`src/rtl/decoder_bcd_7seg_pkg.sv`:
```
// Shared types and glyph constants for the BCD-to-7-segment decoder.
// Segment bit order: bit0 = a ... bit6 = g, active-high.
package decoder_bcd_7seg_pkg;

    localparam int unsigned CODE_W = 4;
    localparam int unsigned SEG_W  = 7;

    localparam int unsigned SEG_A = 0;
    localparam int unsigned SEG_B = 1;
    localparam int unsigned SEG_C = 2;
    localparam int unsigned SEG_D = 3;
    localparam int unsigned SEG_E = 4;
    localparam int unsigned SEG_F = 5;
    localparam int unsigned SEG_G = 6;

    typedef logic [SEG_W-1:0] seg_t;

    localparam seg_t GLYPH_0 = 7'h3F;
    localparam seg_t GLYPH_1 = 7'h06;
    localparam seg_t GLYPH_2 = 7'h5B;
    localparam seg_t GLYPH_3 = 7'h4F;
    localparam seg_t GLYPH_4 = 7'h66;
    localparam seg_t GLYPH_5 = 7'h6D;
    localparam seg_t GLYPH_6 = 7'h7D;
    localparam seg_t GLYPH_7 = 7'h07;
    localparam seg_t GLYPH_8 = 7'h7F;
    localparam seg_t GLYPH_9 = 7'h6F;

    localparam seg_t GLYPH_HEX_A = 7'h77;
    localparam seg_t GLYPH_HEX_B = 7'h7C;
    localparam seg_t GLYPH_HEX_C = 7'h39;
    localparam seg_t GLYPH_HEX_D = 7'h5E;
    localparam seg_t GLYPH_HEX_E = 7'h79;
    localparam seg_t GLYPH_HEX_F = 7'h71;

    // Dash lights only the middle bar.
    localparam seg_t GLYPH_DASH    = SEG_W'(1) << SEG_G;
    localparam seg_t GLYPH_ALL_ON  = 7'h7F;
    localparam seg_t GLYPH_ALL_OFF = 7'h00;

endpackage

```
`src/rtl/decoder_bcd_7seg_glyph_lut.sv`:
```
// Combinational code-to-glyph table, active-high.
// HEX_DIGITS_EN: codes 10-15 show A-F instead of a dash.
module seg_glyph_lut
    import decoder_bcd_7seg_pkg::*;
(
    input  logic [CODE_W-1:0] code,
    output seg_t              glyph_c
);

    always_comb begin
        glyph_c = GLYPH_DASH;
        case (code)
            4'd0:    glyph_c = GLYPH_0;
            4'd1:    glyph_c = GLYPH_1;
            4'd2:    glyph_c = GLYPH_2;
            4'd3:    glyph_c = GLYPH_3;
            4'd4:    glyph_c = GLYPH_4;
            4'd5:    glyph_c = GLYPH_5;
            4'd6:    glyph_c = GLYPH_6;
            4'd7:    glyph_c = GLYPH_7;
            4'd8:    glyph_c = GLYPH_8;
            4'd9:    glyph_c = GLYPH_9;
`ifdef HEX_DIGITS_EN
            4'd10:   glyph_c = GLYPH_HEX_A;
            4'd11:   glyph_c = GLYPH_HEX_B;
            4'd12:   glyph_c = GLYPH_HEX_C;
            4'd13:   glyph_c = GLYPH_HEX_D;
            4'd14:   glyph_c = GLYPH_HEX_E;
            4'd15:   glyph_c = GLYPH_HEX_F;
`endif
            default: glyph_c = GLYPH_DASH;
        endcase
    end

endmodule

```
`src/rtl/decoder_bcd_7seg.sv`:
```
// Registered BCD-to-7-segment digit decoder with lamp test, blanking and
// ripple blanking. HEX_DIGITS_EN selects hex glyphs for codes 10-15.
module decoder_bcd_7seg
    import decoder_bcd_7seg_pkg::*;
#(
    parameter bit ACTIVE_LOW = 1'b0
) (
    input  logic              clk,
    input  logic              rst_n,
    input  logic [CODE_W-1:0] Binario,
    input  logic              lamp_test,
    input  logic              blank,
    input  logic              rbi,
    output logic [SEG_W-1:0]  Decimal,
    output logic              rbo
);

    seg_t glyph_c;
    seg_t seg_next_c;
    logic rbo_next_c;
    seg_t seg_pol_c;

    seg_glyph_lut u_lut (
        .code    (Binario),
        .glyph_c (glyph_c)
    );

    // Control priority: lamp test, forced blank, leading-zero suppression, decode.
    always_comb begin
        seg_next_c = glyph_c;
        rbo_next_c = 1'b0;
        if (lamp_test) begin
            seg_next_c = GLYPH_ALL_ON;
        end else if (blank) begin
            seg_next_c = GLYPH_ALL_OFF;
        end else if (rbi && (Binario == CODE_W'(0))) begin
            seg_next_c = GLYPH_ALL_OFF;
            rbo_next_c = 1'b1;
        end
    end

    assign seg_pol_c = ACTIVE_LOW ? ~seg_next_c : seg_next_c;

    always_ff @(posedge clk) begin
        if (!rst_n) begin
            Decimal <= ACTIVE_LOW ? ~GLYPH_ALL_OFF : GLYPH_ALL_OFF;
            rbo     <= 1'b0;
        end else begin
            Decimal <= seg_pol_c;
            rbo     <= rbo_next_c;
        end
    end

endmodule

```
`config.mk`:
```
export PLATFORM = sky130hd
export DESIGN_NAME = decoder_bcd_7seg
export DESIGN_NICKNAME = d
export VERILOG_FILES = /design/src/rtl/decoder_bcd_7seg_pkg.sv /design/src/rtl/decoder_bcd_7seg_glyph_lut.sv /design/src/rtl/decoder_bcd_7seg.sv
export SDC_FILE = /design/constraint.sdc
export NUM_CORES = 1
export LEC_CHECK = 0
export ABC_AREA = 1
export BUFFER_PORTS_ARGS = -buffer_cell sky130_fd_sc_hd__buf_2
export CORE_MARGIN = 10
export CORE_UTILIZATION = 30
export DETAILED_ROUTE_END_ITERATION = 12
export SLEW_MARGIN = 20
export SYNTH_ARGS = -nofsm -noshare
export SYNTH_HDL_FRONTEND = slang
export SYNTH_SLANG_ARGS = --single-unit
```
`constraint.sdc`:
```
create_clock -name clk -period 1.3 [get_ports clk]
set_input_delay 0.195 -clock clk [delete_from_list [all_inputs] [get_ports clk]]
set_output_delay 0.195 -clock clk [all_outputs]
set_load 0.03 [all_outputs]
```
==> results.yml <==
outcome:
  status: "complete, no violations"
synthesis:
  largest_cells_by_area_after_synthesis: "sky130_fd_sc_hd__dfxtp_1 (38%), sky130_fd_sc_hd__ha_1 (15%), sky130_fd_sc_hd__nand2_1 (11%)"
  yosys_register_bits: 8
  cell_type_with_the_highest_aggregate_area_in_the_netlist: "sky130_fd_sc_hd__dfxtp_1"
  post_synth_num_cell_types: 12
  synth_fp_nets: 69
  synthesis.instances: 55
  synth_top_area_share: 0.380
  synth-seq-area-share: 0.380
  postSynthAreaPerCell_um2: 7.67
  synth_area_um2: 422
  yosys_warnings: 0
sta:
  tightestPinTransition_ns: 0.329
  grt_setup_unrepaired: "false"
  max-slew-margin-rel: 0.779
  post_layout_min_period_ns: 0.983
  finalSetupTns_ns: 0
  fmax_mhz: 1020
  final_min_period_over_clock_period: 0.756
  final-hold-violation-count: 0
  finalSetupViolations: 0
  report.final.slew_viol_count: 0
clock_network:
  htree_num_levels: 1
  cts_setup_buffers: 0
  numCtsBuffers: 3
  post_cts.resized_instances: 0
  clk_path_buf_depth: 2
  clkSinkCount: 8
  cts_hold_buffers: 0
  cts_tree: "yes"
  cts.root.buffer_cell: "sky130_fd_sc_hd__clkbuf_4"
  worst_setup_hold_path_clk_slew_ns: 0.05
floorplanning:
  core_region_area_mm2: 0.00132
  start_util: 0.320
  die_width_um: 57.5
  die_y_um: 57.5
  floorplan.rows: 13
  pin_count: 17
  design.die.area_mm2: 0.00331
final_layout:
  layout_common_cells: "sky130_fd_sc_hd__buf_2 (16), sky130_fd_sc_hd__nand2_1 (12), sky130_fd_sc_hd__dfxtp_1 (8), sky130_fd_sc_hd__nand3_1 (8)"
  ant_cells: 0
  fill_cells: 142
  post_route_cells_drive_above_1_share: 0.324
  final_design_area_no_fill_um2: 543
  area_overhead_of_the_layout_relative_to_synthesis_pct: 28.8
  most_common_library_cell_in_the_layout_ignoring_fill_and_taps: "sky130_fd_sc_hd__buf_2"
  layout.nets: 90
placement:
  place.port_buffers: 16
  placement.cell_area_um2: 520
  gp_congestion: 0.766
  hpwlAfterDp_um: 760
worst_hold_path:
  holdPathStages: 2
  min-delay-path-class: "in2reg"
  worst_hold_path_endpoint: "rbo"
  hp-start: "lamp_test"
grt:
  maximum_number_of_pins_on_one_net_before_global_route_repair: 9
  busiest_layer: "met2"
  antenna_violations_before_repair: 0
  grt_util_all_layers: 0.0544
  wire_length_of_the_first_global_routing_pass_um: 1490
  use_met1: 0.0564
  met2_usage: 0.0798
  vias_in_the_first_global_route: 380
  overflow: 0
  m3_gr_usage: 0.0310
worst_setup_path:
  worst_setup_path_end_kind: "register"
  critPathLaunch: "Binario[1]"
  cp_data_arrival_time_ns: 1.15
  worst-endpoint-required_ns: 1.47
  critPathMaxFanout: 7
  cp_cell_instances: "buf_2 > inv_1 > ha_1 > nand2_1 > inv_2 > a21oi_4 > nand3_1 > a21oi_1"
  critical-path-slowest-cell: "sky130_fd_sc_hd__ha_1"
  startpoint_type: "input port"
  cpPeakStageDelay_ns: 0.20
  crit_type: "in2reg"
pwr:
  vdd_drop_max_v: 0.000224
  power_density_mw_per_mm2: 1050
  leakagePower_nw: 0.294
routing:
  drc: 0
  drt_iter0_markers: 6
  first_pass_iters: 4
  wire_per_inst_um: 9.69
  via_count: 386
  finalWirelength_um: 862
  avgViaCountPerCell: 4.34
  route.antenna.remaining_nets: 0
run:
  maxCapViolations: 0
[per-layer routing]
| layer | vias to the layer above | wire [um] |
|---|---|---|
| li1 | 216 | - |
| met1 | 155 | 378 |
| met2 | 13 | 393 |
| met3 | 2 | 83 |
| met4 | 0 | 6 |
| met5 | - | 0 |
[worst max-delay path, delay by kind of cell]
| kind | cells | cell delay [ns] |
|---|---|---|
| AOI/OAI and AO/OA | 2 | 0.33 |
| adders and majority gates | 1 | 0.20 |
| buffers and inverters | 3 | 0.24 |
| and+or+nand+nor | 2 | 0.17 |
[flip-flops by register name, summed over array words and instances, names as in the netlist]
name     cells
rbo          1
Decimal      7
[area by class of cell]
type | instances | area (um2) | area share
Multi-Input combinational cell | 37 | 224 | 0.412
Sequential cell | 8 | 160 | 0.295
Timing Repair Buffer | 16 | 80.1 | 0.147
Inverter | 10 | 37.5 | 0.0691
Clock buffer | 3 | 22.5 | 0.0415
Tap cell | 15 | 18.8 | 0.0346
[logic make-up after synthesis]
logic type | count (synthesis) | share of synthesized area
simple gates | 22 | 0.231
fa+ha+maj | 5 | 0.148
flops | 8 | 0.380
buf+inv | 10 | 0.0890
compound gates | 10 | 0.151
[worst max path at each step]
stage	cells past startpoint	slack, ns	to
3_5_place_dp	8	0.06	Decimal[3]
3_3_place_gp	8	0.09	Decimal[1]
6_report	8	0.32	Decimal[3]
4_1_cts	8	0.31	Decimal[3]
5_1_grt	8	0.22	Decimal[3]
2_1_floorplan	7	0.32	Decimal[0]
[Yosys cell counts (all sizes together)]
library cell and n:
nand3 8, o211ai 1, ha 5, nand2 12, inv 10, o21ai 1
a21oi 8, nor4 1, dfxtp 8, nor2 1
[metrics by stage]
step,setup WS [ns],util,hold slack [ns],cells,total power [mW]
6_report,0.317,0.412,0.128,89,0.568
5_1_grt,0.215,0.412,0.115,89,0.614
4_1_cts,0.308,0.412,0.124,89,0.578
3_5_place_dp,0.0619,0.395,0.380,86,0.401
3_3_place_gp,0.0912,0.395,0.376,86,0.400
2_1_floorplan,0.323,-,0.270,55,0.356
[report_power, final]
group	switching, mW	internal, mW
Clock	0.0690	0.105
Combinational	0.0877	0.0424
Sequential	0.00269	0.261
Note: power is estimated with default switching activity, not from simulation.
